===== src/rtl/alu_div_unit_if.sv =====
// Start/busy/done request channel between pipeline control and the iterative divider.
interface alu_div_unit_if #(
    parameter int WIDTH = 32
);
    logic             start;
    logic [1:0]       op;
    logic [WIDTH-1:0] a;
    logic [WIDTH-1:0] b;
    logic             busy;
    logic             done;
    logic [WIDTH-1:0] result;

    modport master (output start, op, a, b, input busy, done, result);
    modport slave  (input start, op, a, b, output busy, done, result);
endinterface


===== src/rtl/alu_div_unit.sv =====
// Multi-cycle restoring divider for RV32M DIV/DIVU/REM/REMU, one quotient bit per cycle.
// Divide-by-zero and signed overflow bypass the iteration and finish on the next edge.
module alu_div_unit #(
    parameter int WIDTH = 32
) (
    input  logic         clk,
    input  logic         reset,
    alu_div_unit_if.slave bus
);
    localparam int CNT_W = $clog2(WIDTH);

    typedef enum logic [1:0] {IDLE, CALC, FIN} state_t;

    state_t             state;
    logic               op_rem;
    logic               quo_sign;
    logic               rem_sign;
    logic               special;
    logic [WIDTH-1:0]   special_val;
    logic [WIDTH-1:0]   divisor;
    logic [WIDTH-1:0]   rem;
    logic [WIDTH-1:0]   quo;
    logic [CNT_W-1:0]   cnt;
    logic               busy;
    logic               done;
    logic [WIDTH-1:0]   result;

    logic               is_signed;
    logic               b_zero;
    logic               ovf;
    logic [WIDTH:0]     rem_sh;
    logic               trial_ge;
    logic [WIDTH-1:0]   trial;

    function automatic logic [WIDTH-1:0] abs_val(input logic signed [WIDTH-1:0] v, input logic en);
        abs_val = (en && v < 0) ? WIDTH'(-v) : WIDTH'(v);
    endfunction

    function automatic logic [WIDTH-1:0] sign_fix(input logic [WIDTH-1:0] v, input logic neg);
        sign_fix = neg ? (~v + WIDTH'(1)) : v;
    endfunction

    always_comb begin
        is_signed = ~bus.op[0];
        b_zero    = (bus.b == '0);
        ovf       = is_signed && (bus.a == {1'b1, {(WIDTH-1){1'b0}}}) && (bus.b == '1);
        // Shifted remainder keeps the carried-out bit so large unsigned divisors compare correctly
        rem_sh    = {rem, quo[WIDTH-1]};
        trial_ge  = (rem_sh >= {1'b0, divisor});
        trial     = rem_sh[WIDTH-1:0] - divisor;
    end

    always_ff @(posedge clk or negedge reset) begin
        if (!reset) begin
            state       <= IDLE;
            op_rem      <= 1'b0;
            quo_sign    <= 1'b0;
            rem_sign    <= 1'b0;
            special     <= 1'b0;
            special_val <= '0;
            divisor     <= '0;
            rem         <= '0;
            quo         <= '0;
            cnt         <= '0;
            busy        <= 1'b0;
            done        <= 1'b0;
            result      <= '0;
        end else begin
            case (state)
                IDLE: begin
                    done <= 1'b0;
                    if (bus.start) begin
                        op_rem   <= bus.op[1];
                        quo_sign <= is_signed & (bus.a[WIDTH-1] ^ bus.b[WIDTH-1]);
                        rem_sign <= is_signed & bus.a[WIDTH-1];
                        quo      <= abs_val(bus.a, is_signed);
                        divisor  <= abs_val(bus.b, is_signed);
                        rem      <= '0;
                        cnt      <= '0;
                        busy     <= 1'b1;
                        special  <= b_zero | ovf;
                        if (b_zero)
                            special_val <= bus.op[1] ? bus.a : '1;
                        else
                            special_val <= bus.op[1] ? '0 : {1'b1, {(WIDTH-1){1'b0}}};
                        state    <= (b_zero || ovf) ? FIN : CALC;
                    end
                end
                CALC: begin
                    rem <= trial_ge ? trial : rem_sh[WIDTH-1:0];
                    quo <= {quo[WIDTH-2:0], trial_ge};
                    cnt <= cnt + CNT_W'(1);
                    if (cnt == CNT_W'(WIDTH-1))
                        state <= FIN;
                end
                FIN: begin
                    if (special)
                        result <= special_val;
                    else if (op_rem)
                        result <= sign_fix(rem, rem_sign);
                    else
                        result <= sign_fix(quo, quo_sign);
                    done  <= 1'b1;
                    busy  <= 1'b0;
                    state <= IDLE;
                end
                default: state <= IDLE;
            endcase
        end
    end

    assign bus.busy   = busy;
    assign bus.done   = done;
    assign bus.result = result;
endmodule


===== src/flat_wrapper.sv =====
// flat-port wrapper written by rule: the top's interface ports become plain ports
module alu_div_unit_flat 
#(
    parameter int WIDTH = 32
)
  (clk, reset, bus_start, bus_op, bus_a, bus_b, bus_busy, bus_done, bus_result);
  alu_div_unit_if #(.WIDTH(WIDTH)) bus_i ();
  input  logic clk;
  input  logic reset;
  input wire logic [$bits(bus_i.start)-1:0] bus_start;
  input wire logic [$bits(bus_i.op)-1:0] bus_op;
  input wire logic [$bits(bus_i.a)-1:0] bus_a;
  input wire logic [$bits(bus_i.b)-1:0] bus_b;
  output wire logic [$bits(bus_i.busy)-1:0] bus_busy;
  output wire logic [$bits(bus_i.done)-1:0] bus_done;
  output wire logic [$bits(bus_i.result)-1:0] bus_result;
  assign bus_i.start = bus_start;
  assign bus_i.op = bus_op;
  assign bus_i.a = bus_a;
  assign bus_i.b = bus_b;
  assign bus_busy = bus_i.busy;
  assign bus_done = bus_i.done;
  assign bus_result = bus_i.result;
  alu_div_unit #(.WIDTH(WIDTH)) u_core (.clk(clk), .reset(reset), .bus(bus_i));
endmodule

===== config.mk =====
export PLATFORM = sky130hd
export DESIGN_NAME = alu_div_unit_flat
export DESIGN_NICKNAME = d
export VERILOG_FILES = /design/src/rtl/alu_div_unit_if.sv /design/src/rtl/alu_div_unit.sv /design/src/flat_wrapper.sv
export SDC_FILE = /design/constraint.sdc
export NUM_CORES = 1
export LEC_CHECK = 0
export CAP_MARGIN = 15
export CORE_MARGIN = 10
export CORE_UTILIZATION = 50
export CTS_CLUSTER_SIZE = 30
export DETAILED_ROUTE_END_ITERATION = 8
export GPL_TIMING_DRIVEN = 0
export PLACE_DENSITY_LB_ADDON = 0.15
export SKIP_CTS_REPAIR_TIMING = 1
export SYNTH_ARGS = -nofsm -noshare
export SYNTH_HDL_FRONTEND = slang
export SYNTH_SLANG_ARGS = --single-unit
export TNS_END_PERCENT = 5

===== constraint.sdc =====
create_clock -name clk -period 8.25 [get_ports clk]
set_input_delay 2.0625 -clock clk [delete_from_list [all_inputs] [get_ports clk]]
set_output_delay 2.0625 -clock clk [all_outputs]
set_load 0.05 [all_outputs]

# After elaboration in Yosys (flattened, before gate mapping)
# Cells that the tools add are included.
# W data, S select, Z words.
# totals
inputBits	69
regBits	173
# op_classes
n_mux	23
n_reduce_logical	13
addsub	6
order_cmp	3
bitwise_logic	7
n_eq_ne	7
# op_table
op	n
$mux W32	12
$pmux W32 S2	2
$add A32 B1 Y32 const B	2
$eq A32 B32 Y1 const B	2
$lt A32 B1 Y1 const B	2
$neg A32 Y32	2
$not A32 Y32	2
$ge A33 B32 Y1	1
$logic_not A32 Y1	1
$sub A32 B32 Y32	1
$pmux W5 S2	1
$reduce_and A2 Y1	4
$mux W2	3
$add A5 B1 Y5 const B	1
$eq A5 B5 Y1 const B	1
$mux W5	1
$logic_and A1 B1 Y1	4
$pmux W1 S2	2
$pmux W2 S2	1
$reduce_bool A2 Y1	2
$and A1 B1 Y1	2
$eq A2 B1 Y1 const B	1
$eq A2 B2 Y1 const B	1
$logic_not A2 Y1	1
7 further kinds	7

# Logic depth before layout (Yosys ltp)
# Gate-level depths: netlist of run 1.
# logic_depth
depth_word	7
depth_mapped	13
depth_no_buf	13

# Least setup slack after synthesis of run 1
# No wires, ideal clock.
# synth_timing
path_type	input to register
from	in bus_b[9]
to	reg u_core.special_val[31]
path_buffers	2
t_required_ps	8185
stages	10
arrival_time_ps	4304
slack_ps	3881
setup_ps	65
path_cell_list	or4_4 > nor2_4 > and4bb_1 > nand3b_1 > or3_1 > or3b_1 > buf_2 > buf_6 > o211ai_2 > o21a_1
# synth_between
elab_chain_len	2
# synth_rtl
item	line_no	rtl
from (decl)	flat_wrapper.sv:13	input wire logic [$bits(bus_i.b)-1:0] bus_b;
$logic_not A32 Y1	alu_div_unit.sv:45	b_zero = (bus.b == '0);
$mux W32	alu_div_unit.sv:82	if (b_zero)
to (signal assigned)	alu_div_unit.sv:83	special_val <= bus.op[1] ? bus.a : '1;
to (signal assigned)	alu_div_unit.sv:85	special_val <= bus.op[1] ? '0 : {1'b1, {(WIDTH-1){1'b0}}};
to (decl)	alu_div_unit.sv:19	logic [WIDTH-1:0] special_val;
# No other way between the ends.
# A chain may end at the register's enable or synchronous reset.

# Final worst setup path of run 1
# layout_timing
from	in bus_a[6]
to	reg u_core.state[1]
# layout_between
elab_chain_len	7
# layout_rtl
item	line_no	rtl
from (decl)	flat_wrapper.sv:12	input wire logic [$bits(bus_i.a)-1:0] bus_a;
$eq A32 B32 Y1	alu_div_unit.sv:46	ovf = is_signed && (bus.a == {1'b1, {(WIDTH-1){1'b0}}}) && (bus.b == '1);
$logic_and A1 B1 Y1 (2 in series)	alu_div_unit.sv:46	
$logic_or A1 B1 Y1	alu_div_unit.sv:86	state <= (b_zero || ovf) ? FIN : CALC;
$mux W2	alu_div_unit.sv:86	
$mux W2	alu_div_unit.sv:72	if (bus.start) begin
$pmux W2 S2	alu_div_unit.sv:69	case (state)
to (signal assigned)	alu_div_unit.sv:86	
to (decl)	alu_div_unit.sv:14	state_t state;
# No other way between the ends. The select of a mux whose other input is x is not followed.

==> results by group, run 1 <==
Critical path
  • Worst path max stage delay: 0.68 ns
  • Crit path capture type: flop
  • Worst endpoint required time: 8.62 ns
  • Crit Path Max Fanout: 6
  • Register-to-register setup slack: 4.21 ns
  • Worst path slowest cell: nor4_1
  • Crit path DAT: 5.31 ns
  • Worst path cell trace: clkdlybuf4s50_1 -> nor4_1 -> and3_1 -> nand3b_1 -> or2_2 -> nor3_1 -> nand4_1 -> nand2_1 -> a22oi_1 -> nor2_1
  • Crit start category: input port
  • Critical path class: input port to flop

Flow run
  • Max cap viols: 0

Finish
  • Nets: 1690
  • Antenna cells: 0
  • Most frequent cells in the layout: 192 x nand2_1, 173 x dfrtp_1, 172 x o21ai_0, 101 x clkdlybuf4s50_1, 87 x a21oi_1
  • Share of layout cells above drive strength 1: 4.02%
  • Commonest non-fill, non-tap cell in the layout: nand2_1
  • FILL cells: 2223
  • Layout area overhead: 17.3%
  • Finished Cell Area: 14100 um2

STA
  • Pins Over Slew Limit: 0
  • Final Hold Vio Count: 0
  • Final setup margin: 3.32 ns
  • Final Setup Violations: 0
  • Worst rel slew slack: 38.9%
  • Tcrit/Tclk final: 59.8%
  • Tmin final: 4.93 ns
  • Worst Max-Slew Pin Slew: 0.916 ns
  • RSZ-0062 raised after global routing: false
  • Skew final: 0.0162 ns
  • Max Fclk: 203 MHz
  • Hold Slack: 0.477 ns

Logic synthesis
  • EDFF count, synth: 0
  • Asr flop ratio synth: 100%
  • Gate Count Post-Synth: 1459
  • Cell area after synthesis: 12000 um2
  • Syn. warnings: 0
  • Synth unique cells: 64
  • Syn_nets: 1568
  • Syn avg cell area: 8.22 um2
  • Largest area contributor in the netlist: dfrtp_1
  • Area contributors post-synth: dfrtp_1 36%, o21ai_0 7.2%, nand2_1 6.0%
  • Area share of the largest cell type after synthesis: 36.1%
  • Post-synthesis register bit count: 173
  • Primary FF master, synth: dfrtp_1
  • Post-synthesis sequential area ratio: 36.1%

Power and ir drop
  • Seq pwr share: 26.9%
  • Worst vdd ir: 0.000171 V
  • Net Sw Frac: 49.6%
  • Power density cells: 412 nW/um2
  • Clock share of power: 14.8%
  • Pint: 2.92 mW
  • Leakage: 5.62 nW
  • Comb pwr share: 58.3%
  • NetSw: 2.88 mW

Clock network
  • Clock sink count: 173
  • CTS buffer count: 17
  • CTS clock-pin slew for the worst setup and hold paths: 0.08 ns
  • Clk root buf: clkbuf_16
  • Worst-Skew Late Latency: 0.45 ns
  • Max clock buf depth: 2
  • CTS tree: done
  • H-tree depth: 4

Global route
  • GRT Residual Overflow: 0
  • First-pass GRT wire length: 62700 um
  • Aggregate global-route resource usage: 25.5%
  • Pin count of the biggest net entering global routing: 101
  • Antenna violations before repair: 0
  • Vias in the first global route: 11200

Floorplanning
  • Die height: 175 um
  • # rows: 56
  • Die width: 175 um
  • Io pins: 103
  • Core area: 23500 um2
  • Initial Util: 51.0%
  • Die area: 30600 um2

Drt
  • DR vias: 11600
  • Drt pass-1 iters: 5
  • Wire length per cell: 20.8 um
  • Drt first-iter violations: 1232
  • Post-route ant nets: 0
  • Drt total wl: 39700 um
  • Via/cell ratio: 6.06
  • Number of remaining DRC errors: 0

Placement
  • Hpwl dp: 30100 um
  • GPL Wtd Cong: 0.952
  • Placed instance area: 13500 um2
  • Dpl ws: 2.95 ns
  • PortBufs: 102

Hold path
  • Worst Hold Class: flop to flop

Run status
  • Status: complete, no violations
## final cells by class
| class | instances | area, um2 | area share [%] |
|---|---|---|---|
| Buffer | 91 | 368 | 2.61 |
| Clock buffer | 17 | 425 | 3.02 |
| Clock inverter | 15 | 199 | 1.41 |
| Inverter | 52 | 195 | 1.39 |
| Multi-Input combinational cell | 1143 | 7110 | 50.5 |
| Sequential cell | 173 | 4330 | 30.8 |
| Tap cell | 319 | 399 | 2.84 |
| Timing Repair Buffer | 103 | 1050 | 7.49 |
## power groups by stage
stage               clock [mW]  sequential, mW  combinational, mW
global route             0.900            1.59               3.75
CTS                      0.859            1.55               3.33
global placement             0            1.55               3.24
floorplan                    0            1.47               2.42
detailed placement           0            1.56               3.30
finish                   0.858            1.56               3.38
## state kept, by name (all words and copies together) (netlist names)
signal / flops
u_core.special: 1
u_core.bus.done: 1
u_core.state: 2
u_core.op_rem: 1
u_core.special_val: 32
u_core.quo: 32
u_core.bus.result: 32
u_core.quo_sign: 1
u_core.rem: 32
u_core.divisor: 32
u_core.bus.busy: 1
u_core.cnt: 5
u_core.rem_sign: 1
## cells in the mapped netlist (all sizes together) (3+ instances only)
cell and n:
ha 39, o221ai 8, xor2 72, buf 9
o21ai 178, nor4 8, nand3 47, xnor2 72
dfrtp 173, inv 51, nand2b 12, a21o 19
a21oi 87, a22oi 33, nor3 19, or2 6
mux2i 12, o31ai 61, nand3b 5, nor2 87
o21a 6, or4 12, nand4 16, a31oi 6
o211ai 15, or3 19, clkbuf 82, a211oi 21
o21bai 3, a221oi 3, nor2b 39, o41ai 14
and3 7, nand2 192, or3b 3
## metal layers
metal	track usage, %	wire [um]	vias to the layer above
met5	0	0	-
met4	7.84	1050	0
met3	4.70	3250	70
met2	38.9	17400	529
met1	36.0	18000	5534
li1	-	-	5452
## final timing paths
kind,start,depth (start not counted),end
setup / recovery,bus_a[6],10,u_core.state[1]
hold / removal,u_core.bus.result[6],2,u_core.bus.result[6]
setup reg to reg,u_core.rem[15],12,u_core.rem[5]
hold reg to reg,u_core.bus.result[6],2,u_core.bus.result[6]
max in group asynchronous,reset,2,u_core.quo[25]
min in group asynchronous,reset,1,u_core.rem[11]
## worst max-delay path: cells and delay by family
kind	cells	cell delay (ns)
AND/OR/NAND/NOR	8	2.59
buffers and inverters	1	0.54
AO/OA/AOI/OAI	1	0.10
## metrics by stage
stage / setup TNS [ns] / std cells / util [%] / power [mW]
6_report: 0 / 1913 / 59.8 / 5.80
5_1_grt: 0 / 1913 / 59.8 / 6.24
4_1_cts: 0 / 1913 / 59.8 / 5.74
3_5_place_dp: 0 / 1881 / 57.1 / 4.86
3_3_place_gp: -406.75 / 1880 / 57.0 / 4.79
2_1_floorplan: 0 / 1459 / - / 3.89
## cells by family after synthesis
kind of cell,share of synthesized area [%]
and+or+nand+nor,19.2
muxes,1.19
buffers and inverters,4.69
DFF,36.1
adders and majority gates,4.23
AOI/OAI and AO/OA,24.1
xor gates and xnor gates,10.5
No activity file was read; power rests on OpenSTA's default activity.
==> run 2, diff against run 1 <==
clock period = 5.1 ns   (was 8.25 ns; I/O delays follow)
==> results by group, run 2 (synthesis results as in run 1) <==
Finish
  • Nets: 1690 (unchanged)
  • Layout area overhead: 17.3% (unchanged)
  • Most frequent cells in the layout: 192 x nand2_1, 173 x dfrtp_1, 172 x o21ai_0, 101 x clkdlybuf4s50_1, 87 x a21oi_1 (unchanged)
  • Commonest non-fill, non-tap cell in the layout: nand2_1 (unchanged)
  • Antenna cells: 0 (unchanged)
  • Non-Filler Instances: 1913 (unchanged)
  • Final core utilization: 59.8% (unchanged)
  • Multi-input gate area: 7110 um2 (unchanged)
  • FILL cells: 2223 (unchanged)
  • Finished Cell Area: 14100 um2 (unchanged)
  • FF/Latch Area: 4330 um2 (unchanged)
  • Share of layout cells above drive strength 1: 4.02% (unchanged)

STA
  • Tmin final: 4.12 ns
  • Worst rel slew slack: 39.0% (was 38.9%)
  • Max Fclk: 243 MHz
  • Worst Max-Slew Pin Slew: 0.915 ns (was 0.916 ns)
  • Final setup margin: 0.984 ns (was 3.32 ns)
  • Pins Over Slew Limit: 0 (unchanged)
  • Skew final: 0.0153 ns (was 0.0162 ns)
  • Final Hold Vio Count: 0 (unchanged)
  • RSZ-0062 raised after global routing: false (unchanged)
  • Final Setup Violations: 0 (unchanged)
  • Tcrit/Tclk final: 80.7%

Drt
  • Drt total wl: 39700 um (about the same)
  • Number of remaining DRC errors: 0 (unchanged)
  • Via/cell ratio: 6.03 (was 6.06)
  • Drt pass-1 iters: 6 (was 5)
  • DR vias: 11500 (was 11600)
  • Post-route ant nets: 0 (unchanged)
  • Wire length per cell: 20.7 um (was 20.8 um)
  • Drt first-iter violations: 1229 (was 1232)

Clock network
  • Max clock buf depth: 2 (unchanged)
  • Worst-Skew Late Latency: 0.44 ns (was 0.45 ns)
  • CTS tree: done (unchanged)
  • CTS clock-pin slew for the worst setup and hold paths: 0.08 ns (about the same)
  • Clock sink count: 173 (unchanged)
  • CTS buffer count: 17 (unchanged)
  • Clk root buf: clkbuf_16 (unchanged)
  • H-tree depth: 4 (unchanged)

Global route
  • Met2 Use GR: 38.9% (about the same)
  • Aggregate global-route resource usage: 25.5% (about the same)
  • Met1 Track Usage GR: 36.1% (was 36.0%)
  • Pin count of the biggest net entering global routing: 101 (unchanged)
  • First-pass GRT wire length: 62700 um (about the same)
  • Met3 GRT Util: 4.29% (was 4.70%)
  • Gr busiest metal: met2 (unchanged)
  • GRT Residual Overflow: 0 (unchanged)
  • Antenna violations before repair: 0 (unchanged)
  • Vias in the first global route: 11200 (about the same)

Critical path
  • Critical path class: input port to flop (unchanged)
  • Crit path capture type: flop (unchanged)
  • Register-to-register setup slack: 1.00 ns (was 4.21 ns)
  • Worst Setup EP: u_core.state[1] (unchanged)
  • WP buf/inv: 1 (unchanged)
  • Worst path max stage delay: 0.66 ns (was 0.68 ns)
  • Worst endpoint required time: 5.47 ns (was 8.62 ns)
  • Worst path cell trace: clkdlybuf4s50_1 -> nor4_1 -> and3_1 -> nand3b_1 -> or2_2 -> nor3_1 -> nand4_1 -> nand2_1 -> a22oi_1 -> nor2_1 (unchanged)
  • Crit start category: input port (unchanged)
  • Crit-path leading delay family: simple AND/OR/NAND/NOR gates (unchanged)
  • Crit Path Max Fanout: 6 (unchanged)
  • Worst Setup SP: bus_a[6] (unchanged)
  • CP Depth: 10 (unchanged)
  • Worst path slowest cell: nor4_1 (unchanged)
  • Crit path DAT: 4.49 ns (was 5.31 ns)
  • Worst flop-to-flop path endpoint: u_core.rem[5] (unchanged)
  • Worst R2R Path Depth: 12 (unchanged)
  • Reg-to-reg startpoint: u_core.rem[15] (unchanged)

Flow run
  • Max cap viols: 0 (unchanged)

Placement
  • Placed instance area: 13500 um2 (unchanged)
  • Dpl ws: 0.585 ns (was 2.95 ns)
  • Hpwl dp: 30100 um (unchanged)
  • Placed instance count: 1881 (unchanged)
  • GPL Wtd Cong: 0.952 (unchanged)
  • PortBufs: 102 (unchanged)

Power and ir drop
  • Power density cells: 666 nW/um2 (was 412 nW/um2)
  • Clock share of power: 14.8% (about the same)
  • NetSw: 4.65 mW (was 2.88 mW)
  • Worst vdd ir: 0.000274 V (was 0.000171 V)
  • Pint: 4.72 mW (was 2.92 mW)
  • Comb pwr share: 58.3% (about the same)
  • Leakage: 5.62 nW (unchanged)
  • Power, Total: 9.37 mW (was 5.80 mW)
  • Seq pwr share: 26.9% (about the same)
  • Net Sw Frac: 49.6% (about the same)

Run status
  • Status: complete, no violations (unchanged)

Floorplanning
  • Die width: 175 um (unchanged)
  • Die height: 175 um (unchanged)
  • Die area: 30600 um2 (unchanged)
  • Io pins: 103 (unchanged)
  • Core area: 23500 um2 (unchanged)
  • # rows: 56 (unchanged)
  • Initial Util: 51.0% (unchanged)

Hold path
  • Worst Hold Class: flop to flop (unchanged)
## run 2: cell type report
class | instances | area share [%]
Timing Repair Buffer | 103 | 7.49
Multi-Input combinational cell | 1143 | 50.5
Buffer | 91 | 2.61
Clock inverter | 15 | 1.41
Clock buffer | 17 | 3.02
Tap cell | 319 | 2.84
Sequential cell | 173 | 30.8
Inverter | 52 | 1.39
## run 2: metal layers
metal	vias up	wire length (um)
li1	5444	-
met3	68	3290
met5	-	0
met4	0	1070
met1	5515	17900
met2	507	17400
## run 2: worst min path at each step
stage                     depth (start not counted)              startpoint  slack, ns                endpoint
after floorplan                                   2  u_core.special_val[10]       0.45  u_core.special_val[10]
after global placement                            2   u_core.special_val[8]       0.46   u_core.special_val[8]
after detailed placement                          2  u_core.special_val[10]       0.47  u_core.special_val[10]
after CTS                                         2  u_core.special_val[15]       0.48  u_core.special_val[15]
after global routing                              2      u_core.divisor[10]       0.50      u_core.divisor[10]
final                                             2    u_core.bus.result[6]       0.48    u_core.bus.result[6]
## run 2: per-stage QoR
step	setup TNS (ns)	hold slack (ns)
global route	0	0.502
detailed placement	0	0.465
CTS	0	0.484
global placement	-815.46	0.459
floorplan	0	0.448
finish	0	0.478
## run 2: power by group through the flow
stage          sequential, mW  combinational [mW]  clock [mW]
2_1_floorplan            2.37                3.91           0
3_3_place_gp             2.50                5.25           0
3_5_place_dp             2.52                5.34           0
4_1_cts                  2.50                5.39        1.39
5_1_grt                  2.58                6.06        1.45
6_report                 2.53                5.46        1.38
## run 2: worst register-to-register path, cell delays in order (launching register included)
cell and delay, ns:
dfrtp_1 0.49, ha_1 0.32, clkbuf_1 0.31, nand4_1 0.21
or4_1 0.61, nor4_1 0.48, or3_1 0.19, a211oi_1 0.07
nand2_1 0.43, clkbuf_1 0.47, o21ai_0 0.20, o21ai_0 0.10
o21ai_0 0.09
